$ cat src/rtl/btb_update_controller.sv
`default_nettype none
// ============================================================================
// Module   : btb_update_controller
// Purpose  : Owns the BTB RAM write port. Runs the full-array invalidation
//            sweep after reset and on flush requests, and buffers, coalesces
//            and issues taken-branch updates coming from branch resolution.
// Ports    :
//   clk, rst            - clock, synchronous active-high reset
//   flushReq            - request a full BTB invalidation
//   updValid/updReady   - update handshake (accepted when both high at edge)
//   updIndex/updTag/
//   updContent          - update payload
//   wHold               - RAM write port unavailable this cycle
//   ramWEnable/ramWAddr/
//   ramWData            - registered RAM write port, data = {valid,tag,content}
//   lookupEnable        - registered; BTB hits are usable when high
// Revision : 1.0 - initial release
// ============================================================================
module btb_update_controller #(
    parameter int ENTRY_NUM     = 256,
    parameter int INDEX_WIDTH   = 8,
    parameter int TAG_WIDTH     = 20,
    parameter int CONTENT_WIDTH = 12,
    parameter int QUEUE_DEPTH   = 4
) (
    input  logic                                 clk,
    input  logic                                 rst,
    input  logic                                 flushReq,
    input  logic                                 updValid,
    input  logic [INDEX_WIDTH-1:0]               updIndex,
    input  logic [TAG_WIDTH-1:0]                 updTag,
    input  logic [CONTENT_WIDTH-1:0]             updContent,
    output logic                                 updReady,
    input  logic                                 wHold,
    output logic                                 ramWEnable,
    output logic [INDEX_WIDTH-1:0]               ramWAddr,
    output logic [TAG_WIDTH+CONTENT_WIDTH:0]     ramWData,
    output logic                                 lookupEnable
);

    localparam int c_data_w = 1 + TAG_WIDTH + CONTENT_WIDTH;
    localparam int c_cnt_w  = $clog2(QUEUE_DEPTH + 1);
    localparam int c_swp_w  = INDEX_WIDTH + 1;

    localparam logic [c_swp_w-1:0] c_last_idx  = c_swp_w'(ENTRY_NUM - 1);
    localparam logic [c_swp_w-1:0] c_swp_one   = c_swp_w'(1);
    localparam logic [c_cnt_w-1:0] c_depth     = c_cnt_w'(QUEUE_DEPTH);

    typedef enum logic [0:0] {
        S_SWEEP = 1'b0,
        S_RUN   = 1'b1
    } state_t;

    // ------------------------------------------------------------------
    // Registered state
    // ------------------------------------------------------------------
    state_t                     r_state;
    logic [c_swp_w-1:0]         r_sweep_cnt;
    logic [c_cnt_w-1:0]         r_count;
    logic [INDEX_WIDTH-1:0]     r_q_idx     [QUEUE_DEPTH];
    logic [TAG_WIDTH-1:0]       r_q_tag     [QUEUE_DEPTH];
    logic [CONTENT_WIDTH-1:0]   r_q_content [QUEUE_DEPTH];
    logic                       r_wen;
    logic [INDEX_WIDTH-1:0]     r_waddr;
    logic [c_data_w-1:0]        r_wdata;
    logic                       r_lookup;

    // ------------------------------------------------------------------
    // Next-state values
    // ------------------------------------------------------------------
    state_t                     w_state_d;
    logic [c_swp_w-1:0]         w_sweep_cnt_d;
    logic [c_cnt_w-1:0]         w_count_d;
    logic [INDEX_WIDTH-1:0]     w_q_idx_d     [QUEUE_DEPTH];
    logic [TAG_WIDTH-1:0]       w_q_tag_d     [QUEUE_DEPTH];
    logic [CONTENT_WIDTH-1:0]   w_q_content_d [QUEUE_DEPTH];
    logic                       w_wen_d;
    logic [INDEX_WIDTH-1:0]     w_waddr_d;
    logic [c_data_w-1:0]        w_wdata_d;
    logic                       w_lookup_d;

    // ------------------------------------------------------------------
    // Queue control
    // ------------------------------------------------------------------
    logic                       w_any_match;
    logic [QUEUE_DEPTH-1:0]     w_co_vec;
    logic                       w_co_hit;
    logic                       w_upd_ready;
    logic                       w_accept;
    logic                       w_pop;
    logic                       w_bypass;
    logic                       w_coalesce;
    logic                       w_push;
    logic [c_cnt_w-1:0]         w_tail;

    always_comb begin
        w_any_match = 1'b0;
        w_co_vec    = '0;

        // Readiness may rely on any queued entry with the same index: even if
        // the only match is the head being popped, that pop frees a slot.
        for (int i = 0; i < QUEUE_DEPTH; i++) begin
            if ((c_cnt_w'(i) < r_count) && (r_q_idx[i] == updIndex)) begin
                w_any_match = 1'b1;
            end
        end

        w_upd_ready = (r_state == S_RUN) && !flushReq &&
                      ((r_count < c_depth) || w_any_match);
        w_accept    = updValid && w_upd_ready;

        w_pop       = (r_state == S_RUN) && !flushReq && !wHold &&
                      (r_count != '0);
        // Bypass only when nothing is queued, so ordering is preserved.
        w_bypass    = w_accept && !wHold && (r_count == '0);

        // Coalescing looks only at entries that survive this edge's pop.
        for (int i = 0; i < QUEUE_DEPTH; i++) begin
            if ((c_cnt_w'(i) < r_count) && !(w_pop && (i == 0)) &&
                (r_q_idx[i] == updIndex)) begin
                w_co_vec[i] = 1'b1;
            end
        end
        w_co_hit   = |w_co_vec;
        w_coalesce = w_accept && !w_bypass && w_co_hit;
        w_push     = w_accept && !w_bypass && !w_co_hit;
        w_tail     = r_count - c_cnt_w'(w_pop);
    end

    assign updReady = w_upd_ready;

    // ------------------------------------------------------------------
    // Next-state / output logic
    // ------------------------------------------------------------------
    always_comb begin
        w_state_d     = r_state;
        w_sweep_cnt_d = r_sweep_cnt;
        w_count_d     = r_count;
        w_wen_d       = 1'b0;
        w_waddr_d     = r_waddr;
        w_wdata_d     = r_wdata;
        w_lookup_d    = r_lookup;
        for (int i = 0; i < QUEUE_DEPTH; i++) begin
            w_q_idx_d[i]     = r_q_idx[i];
            w_q_tag_d[i]     = r_q_tag[i];
            w_q_content_d[i] = r_q_content[i];
        end

        case (r_state)
            S_SWEEP: begin
                if (flushReq) begin
                    w_sweep_cnt_d = '0;
                end else if (!wHold) begin
                    w_wen_d   = 1'b1;
                    w_waddr_d = r_sweep_cnt[INDEX_WIDTH-1:0];
                    w_wdata_d = '0;
                    if (r_sweep_cnt == c_last_idx) begin
                        w_state_d     = S_RUN;
                        w_lookup_d    = 1'b1;
                        w_sweep_cnt_d = '0;
                    end else begin
                        w_sweep_cnt_d = r_sweep_cnt + c_swp_one;
                    end
                end
            end

            S_RUN: begin
                if (flushReq) begin
                    w_state_d     = S_SWEEP;
                    w_sweep_cnt_d = '0;
                    w_lookup_d    = 1'b0;
                    w_count_d     = '0;
                end else begin
                    if (w_pop) begin
                        w_wen_d   = 1'b1;
                        w_waddr_d = r_q_idx[0];
                        w_wdata_d = {1'b1, r_q_tag[0], r_q_content[0]};
                    end else if (w_bypass) begin
                        w_wen_d   = 1'b1;
                        w_waddr_d = updIndex;
                        w_wdata_d = {1'b1, updTag, updContent};
                    end

                    // Overwrite first, then shift, so an in-place update of a
                    // surviving entry moves down together with it.
                    if (w_coalesce) begin
                        for (int i = 0; i < QUEUE_DEPTH; i++) begin
                            if (w_co_vec[i]) begin
                                w_q_tag_d[i]     = updTag;
                                w_q_content_d[i] = updContent;
                            end
                        end
                    end

                    if (w_pop) begin
                        for (int i = 0; i < QUEUE_DEPTH - 1; i++) begin
                            w_q_idx_d[i]     = w_q_idx_d[i+1];
                            w_q_tag_d[i]     = w_q_tag_d[i+1];
                            w_q_content_d[i] = w_q_content_d[i+1];
                        end
                    end

                    if (w_push) begin
                        for (int i = 0; i < QUEUE_DEPTH; i++) begin
                            if (c_cnt_w'(i) == w_tail) begin
                                w_q_idx_d[i]     = updIndex;
                                w_q_tag_d[i]     = updTag;
                                w_q_content_d[i] = updContent;
                            end
                        end
                    end

                    w_count_d = r_count - c_cnt_w'(w_pop) + c_cnt_w'(w_push);
                end
            end

            default: begin
                w_state_d     = S_SWEEP;
                w_sweep_cnt_d = '0;
                w_count_d     = '0;
                w_lookup_d    = 1'b0;
            end
        endcase
    end

    // ------------------------------------------------------------------
    // State registers
    // ------------------------------------------------------------------
    always_ff @(posedge clk) begin
        if (rst) begin
            r_state     <= S_SWEEP;
            r_sweep_cnt <= '0;
            r_count     <= '0;
            r_wen       <= 1'b0;
            r_waddr     <= '0;
            r_wdata     <= '0;
            r_lookup    <= 1'b0;
            for (int i = 0; i < QUEUE_DEPTH; i++) begin
                r_q_idx[i]     <= '0;
                r_q_tag[i]     <= '0;
                r_q_content[i] <= '0;
            end
        end else begin
            r_state     <= w_state_d;
            r_sweep_cnt <= w_sweep_cnt_d;
            r_count     <= w_count_d;
            r_wen       <= w_wen_d;
            r_waddr     <= w_waddr_d;
            r_wdata     <= w_wdata_d;
            r_lookup    <= w_lookup_d;
            for (int i = 0; i < QUEUE_DEPTH; i++) begin
                r_q_idx[i]     <= w_q_idx_d[i];
                r_q_tag[i]     <= w_q_tag_d[i];
                r_q_content[i] <= w_q_content_d[i];
            end
        end
    end

    assign ramWEnable   = r_wen;
    assign ramWAddr     = r_waddr;
    assign ramWData     = r_wdata;
    assign lookupEnable = r_lookup;

endmodule
`default_nettype wire

$ cat config.mk
export PLATFORM = sky130hd
export DESIGN_NAME = btb_update_controller
export DESIGN_NICKNAME = d
export VERILOG_FILES = /design/src/rtl/btb_update_controller.sv
export SDC_FILE = /design/constraint.sdc
export NUM_CORES = 1
export LEC_CHECK = 0
export ABC_AREA = 0
export BUFFER_PORTS_ARGS = -buffer_cell sky130_fd_sc_hd__buf_2
export CAP_MARGIN = 20
export CORE_MARGIN = 2
export CORE_UTILIZATION = 47
export CTS_CLUSTER_DIAMETER = 120
export DETAILED_ROUTE_END_ITERATION = 16
export GPL_TIMING_DRIVEN = 0
export PLACE_DENSITY = 0.65
export RECOVER_POWER = 100
export REMOVE_ABC_BUFFERS = 1
export SKIP_LAST_GASP = 1
export SYNTH_ARGS = -nofsm -noshare
export SYNTH_HDL_FRONTEND = slang
export SYNTH_SLANG_ARGS = --single-unit
$ cat constraint.sdc
create_clock -name clk -period 4.39 [get_ports clk]
set_clock_uncertainty 0.15 [all_clocks]
set_input_delay 0.2195 -clock clk [delete_from_list [all_inputs] [get_ports clk]]
set_output_delay 0.2195 -clock clk [all_outputs]
set_load 0.02 [all_outputs]
# Yosys cells after proc, flatten, opt, wreduce, memory -nomap -nowiden
# Memory sizes are Yosys's and may differ from the RTL's.
# Index checks and enable logic that the tools add are counted.
[totals]
regBits = 56
ram_bits = 160
in_bits = 45
out_inout_bits = 44
mem_count = 3
[op_classes]
addsub = 3
n_lt_le_gt_ge = 5
eq_ne = 15
muxes = 91
n_bitwise = 13
reduce_logical = 29
[memory_table]
columns = ["name", "depth", "width", "rd", "rd_clocked_by_memory_dff", "write_ports", "line_no", "text"]
rows = [
  ["r_q_tag", 4, 20, 4, 0, 4, "61", "logic [TAG_WIDTH-1:0] r_q_tag [QUEUE_DEPTH];"],
  ["r_q_content", 4, 12, 4, 0, 4, "62", "logic [CONTENT_WIDTH-1:0] r_q_content [QUEUE_DEPTH];"],
  ["r_q_idx", 4, 8, 4, 0, 4, "60", "logic [INDEX_WIDTH-1:0] r_q_idx [QUEUE_DEPTH];"],
]
[ops]
columns = ["op", "count"]
rows = [
  ["80-bit two-way mux", 4],
  ["20-bit two-way mux", 12],
  ["48-bit two-way mux", 4],
  ["33-bit two-way mux", 5],
  ["12-bit two-way mux", 12],
  ["8-bit two-way mux", 13],
  ["32-bit two-way mux", 3],
  ["33-bit one-hot mux with 2 select lines", 1],
  ["60-bit two-way mux", 1],
  ["36-bit two-way mux", 1],
  ["9-bit two-way mux", 4],
  ["8-bit == test", 4],
  ["1-bit two-way mux", 24],
  ["24-bit two-way mux", 1],
  ["9-bit one-hot mux with 2 select lines", 1],
  ["1-bit logical AND", 16],
  ["8-bit one-hot mux with 2 select lines", 1],
  ["1-bit bitwise OR", 12],
  ["2-bit inequality test, second input constant", 5],
  ["9-bit by 1-bit adder with 9-bit output, second input constant", 1],
  ["9-bit by 8-bit == test with 1-bit output, second input constant", 1],
  ["4-bit AND reduction", 2],
  ["2-bit by 3-bit == test with 1-bit output, first input constant", 2],
  ["3-bit logical NOT", 2],
  ["other kinds (16)", 24],
]

# Logic depth before layout (Yosys ltp)
# Gate-level depths: netlist of the first run.
[logic_depth]
depth_word = 21
mapped_depth = 15

# Least setup slack after synthesis of the first run
# OpenSTA, ideal clock, no wires.
[synth_path]
path_type = "reg2reg"
startpoint = "register r_count[0]"
endpoint = "memory r_q_content[0][10]"
arrival_ns = 3.196
t_required_ns = 4.088
path_slack_ns = 0.892
path_stages_with_launch = 16
n_path_buf = 5
synth_period_minus_slack_ns = 3.498
path_cell_list = "dfxtp_1 > clkbuf_1 > or3_1 > nand3b_1 > inv_1 > buf_2 > clkbuf_1 > clkbuf_1 > ha_1 > ha_1 > inv_1 > nor2_1 > nand3_1 > o21ai_2 > buf_6 > a221oi_2"
[synth_lines]
columns = ["element", "line_no", "text"]
rows = [
  ["from (decl)", "59", "logic [c_cnt_w-1:0] r_count;"],
  ["from (signal assigned)", "246", "r_count <= w_count_d;"],
  ["to (decl)", "62", ""],
]

==> key figures, run 1 <==
Yosys
  – Syn Inst Count: 1238
  – Post-synth top flop: dfxtp_1
  – Synth warn: 0
  – Post-synth EDFFs: 0
  – Synth Cell Area: 10900 sq um
  – #FFs+latches synth: approximately 220
  – Synth unique cells: 57
  – Avg Inst Size Synth: about 9 sq um
  – Seq/Total Area, Yosys: 0.398
  – Ys async rst share: 0

Placed design
  – GPL Wtd Cong: approximately 0.8
  – Dpl hpwl: 19.5 mm
  – Port bufs: 88
  – Post-Place Cells: 1510
  – Worst slack at placement: -1.26 ns

Clock tree
  – CTS tree: built
  – Worst-Skew Late Latency: 0.53 ns
  – CTS sink cnt: roughly 220
  – Root buf cell: clkbuf_16
  – Clock transition at path regs: roughly 0.060 ns
  – Cts bufs inserted: 25
  – CTS Buffer Depth: 3
  – H-tree levels: 1

Setup path
  – Setup Crit Path Kind: reg2reg
  – Slowest cell delay on critical path: 0.42 ns
  – Worst path required time: 4.62 ns
  – Slowest-stage cell, CP: or3_1
  – CP delay by family, top: simple AND/OR/NAND/NOR gates
  – CP Capture Type: flip-flop
  – Startpoint Class: flip-flop
  – Crit-path cells: or3_1, nand3b_1, buf_8, buf_16, buf_8, inv_8, buf_16, ha_1, ha_1, inv_1, nor2_4, nand3_2, o21ai_4, buf_6, a221oi_1
  – WP buf/inv: 7
  – Worst-path fanout max: 29
  – CP arrival: 4.48 ns

Timing
  – Relative slew slack: -0.505
  – Max-slew violation count: 69
  – Fin crit share: 0.967
  – Worst setup margin: 0.143 ns
  – Worst-margin pin slew: ~2.3 ns
  – Final hold vios: 0
  – Final setup fails: 0
  – Min Tclk post-route: roughly 4.2 ns
  – Final hold slack: 0.127 ns
  – FMAX: 0.235 GHz
  – Unrepaired setup endpoints after global routing: no

Drt
  – Via Count: 9946
  – Starting DRT DRC Count: roughly 1000
  – DR WL/cell: 20.9 microns
  – DRC viols: 0
  – Antenna viol nets, final: 0
  – Vias/cell: a little over 6
  – Initial DRT Pass Iterations: 5
  – Final WL: 33.7 mm

Layout
  – Final non-filler cell total: roughly 1600
  – Post-layout nets: 1361
  – Share of layout cells above drive strength 1: 0.126
  – Area Overhead vs Synth: 18.6%
  – Fin util: 0.568
  – Antenna diode count: 0

Global route
  – Vias in the first global route: 9668
  – Initial antenna violation count: 0
  – All-Layer GR Usage: 0.267
  – Gr ovfl total: 0
  – Largest net degree at the start of global routing: 130
  – Wire length of the first global-routing pass: between 50 and 60 mm

Outcome
  – Failing checks: max-capacitance violations, max-slew violations
  – Status: finished, violations left

Flow run
  – Max-cap violations: 2

Min path
  – Worst hold-check path type: in2reg

Pwr
  – Pwr Density: roughly 350 nW/um^2
  – VDD IR max: approximately 0.24 mV
  – Leakage: between 4 and 5 nW
  – Final Total Pwr: 4.49 mW

Die
  – Starting density of the core: 0.479
  – FP Rows: 55
  – Die Height: 156 microns
  – Core area: between 20000 and 25000 sq um
  – Die Wd: 156 microns
  – DIE AREA: 24300 sq um
  – Io pins: between 80 and 90
state kept, by name, indices dropped and copies added (netlist names):
name	cells
ramWEnable	1
ramWAddr	8
r_q_content	48
r_count	3
r_sweep_cnt	9
r_state	1
ramWData	33
r_q_tag	80
r_q_idx	32
lookupEnable	1
metrics by stage:
stage | area (sq um) | setup TNS [ns]
after floorplan | 10300 | -543.27
after global placement | 11100 | -1445.70
after detailed placement | 11700 | -149.89
after CTS | 13200 | 0
after global routing | 12900 | 0
final | 12900 | 0
cells in the mapped netlist (all sizes together) (33+ instances only):
cell | count | area (sq um)
buf | 44 | 293
nand2 | 180 | 678
a21oi | 59 | 299
o22ai | 33 | 213
o21ai | 47 | 239
a221oi | 64 | 955
nand3 | 53 | 278
clkbuf | 80 | 300
inv | 41 | 154
nor2 | 98 | 368
dfxtp | 216 | 4320
a22o | 33 | 289
cell usage in the layout (no fill, tap or decap), types with 26 or more instances in the layout:
cell type,n
inv_1,40
a221oi_1,46
buf_2,43
mux2_1,30
a32o_1,32
nand2_1,178
clkbuf_1,51
clkbuf_16,26
o21ai_0,44
a22o_1,32
nor2_1,97
o22ai_1,32
dlygate4sd3_1,43
a21oi_1,56
a311oi_1,32
nor3_1,31
nand3_1,49
o221ai_1,32
nor2b_1,32
dfxtp_1,214
layout make-up:
class	instances	area (sq um)
repair buffers	164	1430
clock buffers	35	723
clock inverters	11	193
fillers	2093	9770
multi-input cells	860	5670
well taps	285	357
inverters	41	161
flip-flops and latches	216	4330
logic make-up after synthesis:
group	Yosys count	synth area share
adders and majority gates	8	0.00922
xor gates and xnor gates	38	0.0321
muxes	34	0.0351
buffers and inverters	165	0.0688
DFF	216	0.398
and+or+nand+nor	433	0.181
AOI/OAI and AO/OA	344	0.275
worst paths after layout:
| kind | startpoint | endpoint | slack (ns) | depth (start not counted) |
|---|---|---|---|---|
| hold / removal | updValid | ramWEnable | 0.13 | 4 |
| setup reg to reg | r_count[0] | r_q_tag[0][1] | 0.14 | 15 |
| setup / recovery | r_count[0] | r_q_tag[0][1] | 0.14 | 15 |
| hold reg to reg | ramWData[26] | ramWData[26] | 0.30 | 2 |
layer usage:
| layer | routed length [microns] | track usage |
|---|---|---|
| met5 | 0 | 0 |
| met4 | 869 | 0.0799 |
| met3 | 2380 | 0.0342 |
| met2 | 15600 | 0.446 |
| met1 | 14900 | 0.361 |
power breakdown:
group          switching [mW]  internal, mW
logic                   0.135        0.0747
registers            0.000932          1.96
clock network           0.873          1.45
worst reg2reg max path, delay by kind of cell, from the launching register on:
family	cells	cell delay, ns
adder cells (fa/ha/maj)	2	0.52
buffers and inverters	7	1.29
AND/OR/NAND/NOR	4	1.30
AO/OA/AOI/OAI	2	0.44
flip-flops	1	0.40
timing repair:
item,CTS,global route
hold endpoints to repair,88,0
resized for setup,8,8
pin swaps,5,1
setup buffers,8,0
hold buffers,43,0
endpoints found under the setup margin,160,139
gates cloned,2,3
Power figures use the tool's default switching activity.
==> inputs of run 2 (changes only) <==
--- a/config.mk
+++ b/config.mk
@@ -8,12 +8,14 @@
 export ABC_AREA = 0
 export BUFFER_PORTS_ARGS = -buffer_cell sky130_fd_sc_hd__buf_2
 export CAP_MARGIN = 20
+export CELL_PAD_IN_SITES_DETAIL_PLACEMENT = 1
+export CELL_PAD_IN_SITES_GLOBAL_PLACEMENT = 1
 export CORE_MARGIN = 2
-export CORE_UTILIZATION = 47
+export CORE_UTILIZATION = 46
 export CTS_CLUSTER_DIAMETER = 120
 export DETAILED_ROUTE_END_ITERATION = 16
 export GPL_TIMING_DRIVEN = 0
-export PLACE_DENSITY = 0.65
+export PLACE_DENSITY_LB_ADDON = 0.1
 export RECOVER_POWER = 100
 export REMOVE_ABC_BUFFERS = 1
 export SKIP_LAST_GASP = 1
==> run 2 against run 1 <==
The flow finishes with violations (negative hold slack). Clock-buffer cell count grew 2. Global-route usage grew 3.5 points. Die area grew 2.1%. Final area grew 2.4%. Clock power shrank 7%. Critical endpoint is now r_q_tag[0][29].
==> key figures, run 2 (synthesized netlist as in run 1, its figures left out) <==
Layout
  – Area Overhead vs Synth: 21.4%
  – Max reg flops: 80 (unchanged)
  – Biggest register: r_q_tag
  – FF+latch area: 4330 sq um (about the same)
  – Most frequent cells in the layout: dfxtp_1 (215), nand2_1 (177), nor2_1 (97)
  – Antenna diode count: 0 (unchanged)
  – Fin util: 0.565 (-0.00366)
  – Most common cell after layout, fill and taps aside: dfxtp_1
  – Share of layout cells above drive strength 1: 0.161 (+0.0355)
  – Footprint of the multi-input gates: 5960 sq um (+5.0%)
  – Post-layout nets: 1362 (+0.073%)
  – Fillers: 2693 (+29%)
  – Fin area: 13200 sq um (+2.4%)

Global route
  – Gr ovfl total: 0 (unchanged)
  – Wire length of the first global-routing pass: 59.1 mm (+13%)
  – All-Layer GR Usage: 0.302 (+0.0355)
  – Largest net degree at the start of global routing: 133 (+2.3%)
  – Vias in the first global route: 10600 (+9.2%)
  – Initial antenna violation count: 0 (unchanged)

Timing
  – Relative slew slack: 0.252 (+0.757)
  – Final hold vios: 1 (+1)
  – Final setup fails: 0 (unchanged)
  – Fin crit share: 0.973 (+0.00531)
  – Worst-margin pin slew: 1.12 ns (-1.14 ns)
  – Final hold slack: -0.0376 ns (-0.165 ns)
  – FMAX: 0.234 GHz (-0.55%)
  – Worst setup margin: 0.120 ns (-0.0233 ns)
  – Unrepaired setup endpoints after global routing: yes
  – Final TNS setup: 0 ns (unchanged)
  – Min Tclk post-route: 4.27 ns (+0.0233 ns)
  – Max-slew violation count: 0 (-100%)

Die
  – Starting density of the core: 0.465 (-0.0142)
  – Die Wd: 158 microns (+1.1%)
  – Die Height: 158 microns (+1.1%)
  – Io pins: 89 (unchanged)
  – DIE AREA: 24800 sq um (+2.1%)
  – FP Rows: 56 (+1.8%)
  – Core area: 23300 sq um (+3.1%)

Pwr
  – Power share of the combinational group: 0.052 (+0.005)
  – Leakage: 4.58 nW (+0.12%)
  – Sequential share of power: 0.453 (+0.016)
  – Int Pwr: 3.34 mW (-4.0%)
  – VDD IR max: 0.252 mV (+5.6%)
  – Pwr Density: 329 nW/um^2 (-5.7%)
  – Switching power: 992 uW (-1.7%)
  – Switching portion of total power: 0.229 (+0.00411)
  – Clock group share of total power: 0.496 (-0.021)

Drt
  – DR WL/cell: 23.3 microns (+11%)
  – Via Count: 10300 (+3.4%)
  – Met3 WL: 2.19 mm (-7.7%)
  – Initial DRT Pass Iterations: 5 (unchanged)
  – Starting DRT DRC Count: 639 (-36%)
  – Met2 wire length: 18.2 mm (+17%)
  – WL met1: 16.7 mm (+12%)
  – Top Metal Used: met4
  – Antenna viol nets, final: 0 (unchanged)
  – Final WL: 38.3 mm (+14%)
  – DRC viols: 0 (unchanged)
  – Vias/cell: 6.25 (+1.3%)

Outcome
  – Failing checks: negative hold slack
  – Status: finished, violations left

Min path
  – Hold Path Cell Cnt: 2 (-2)
  – Hold Crit Start: rst
  – Hold Path End: ramWData[31]
  – Worst hold-check path type: in2reg

Clock tree
  – CTS Buffer Depth: 3 (unchanged)
  – CTS tree: built
  – Cts bufs inserted: 25 (unchanged)
  – H-tree levels: 1 (unchanged)
  – Root buf cell: clkbuf_16
  – Worst-Skew Late Latency: 0.53 ns (about the same)
  – CTS sink cnt: 216 (unchanged)
  – Clock transition at path regs: 0.06 ns (about the same)

Placed design
  – Port bufs: 88 (unchanged)
  – Worst slack at placement: -2.06 ns (-0.802 ns)
  – GPL Wtd Cong: 0.749 (-8.3%)
  – Dpl hpwl: 22.4 mm (+15%)
  – Placed cell areas: 11700 sq um (+0.47%)

Setup path
  – Worst R2R Setup Slack: 0.12 ns (-0.02 ns)
  – Setup Crit Path Kind: reg2reg
  – Crit-path cells: buf_12, ha_4, nand3b_1, buf_8, buf_8, buf_8, inv_6, buf_16, ha_1, ha_1, xor2_1, a211oi_4, buf_4, nand3_2, buf_12, a32o_1
  – CP delay by family, top: buffers and inverters
  – CP most frequent cell: buf_8
  – Worst-path fanout max: 40 (+38%)
  – CP arrival: 4.53 ns (+0.05 ns)
  – Slowest cell delay on critical path: 0.37 ns (-0.05 ns)
  – Worst path required time: 4.65 ns (+0.03 ns)
  – Startpoint Class: flip-flop
  – RR Endpoint: r_q_tag[0][29]
  – Reg2reg path depth: 16 (+1)
  – WP buf/inv: 8 (+1)
  – CP Capture Type: flip-flop
  – Slowest-stage cell, CP: buf_12
  – Worst r2r src: r_state

Flow run
  – Max-cap violations: 0 (-2)
## run 2: cell types whose count changed in the layout (fill, tap and decap cells not counted), sizes merged
cell	change
buf	+6
clkbuf	-2
bufinv	-2
clkinvlp	-1
inv	-1
dlygate4sd3	-1
## run 2: power by group through the flow
stage	logic (mW)	clock network [mW]	registers [mW]
2_1_floorplan	0.0757	0	2.01
3_3_place_gp	0.181	0	2.01
3_5_place_dp	0.191	0	2.01
4_1_cts	0.222	2.18	1.96
5_1_grt	0.242	2.27	1.96
6_report	0.224	2.15	1.96
## run 2: worst register-to-register path: stages, from the launching register on
cell	delay [ns]
dfxtp_4	0.35
buf_12	0.21
ha_4	0.31
nand3b_1	0.20
buf_8	0.21
buf_8	0.16
buf_8	0.17
inv_6	0.21
buf_16	0.23
ha_1	0.19
ha_1	0.19
xor2_1	0.12
a211oi_4	0.29
buf_4	0.21
nand3_2	0.30
buf_12	0.37
a32o_1	0.29
## run 2: worst max-delay path by stage
stage / startpoint / endpoint / depth (start not counted)
after global routing: r_state / r_q_tag[0][3] / 15
final: r_state / r_q_tag[0][29] / 16
after CTS: r_count[2] / r_q_tag[0][10] / 15
after global placement: r_state / r_q_content[0][26] / 6
after detailed placement: r_state / r_q_idx[0][7] / 14
after floorplan: r_state / r_q_content[0][0] / 9
## run 2: per-stage QoR
step                instances  power [mW]
finish                   1645        4.33
global route             1645        4.47
CTS                      1643        4.36
detailed placement       1545        2.20
global placement         1521        2.19
floorplan                1114        2.08
## run 2: final cells by class
cell class                 instances  area share
timing repair buffer             165       0.114
clock inverter                     7     0.00864
multi-input combinational        860       0.452
tap                              319      0.0303
clock buffer                      37      0.0547
inverter                          41      0.0121
sequential                       216       0.328
## run 2: repair_timing
| item | in CTS | in global routing |
|---|---|---|
| setup buffers | 9 | 0 |
| gates cloned | 3 | 2 |
| hold endpoints to repair | 76 | 0 |
| gates resized for setup | 8 | 5 |
| hold buffers | 42 | 0 |
| endpoints found under the setup margin | 164 | 97 |
| pin swaps | 6 | 1 |
## run 2: metal layers
metal  vias to the layer above  track usage
li1                       4678            -
met1                      5165        0.395
met2                       354        0.508
met3                        89       0.0411
met4                         0        0.117
met5                         -            0
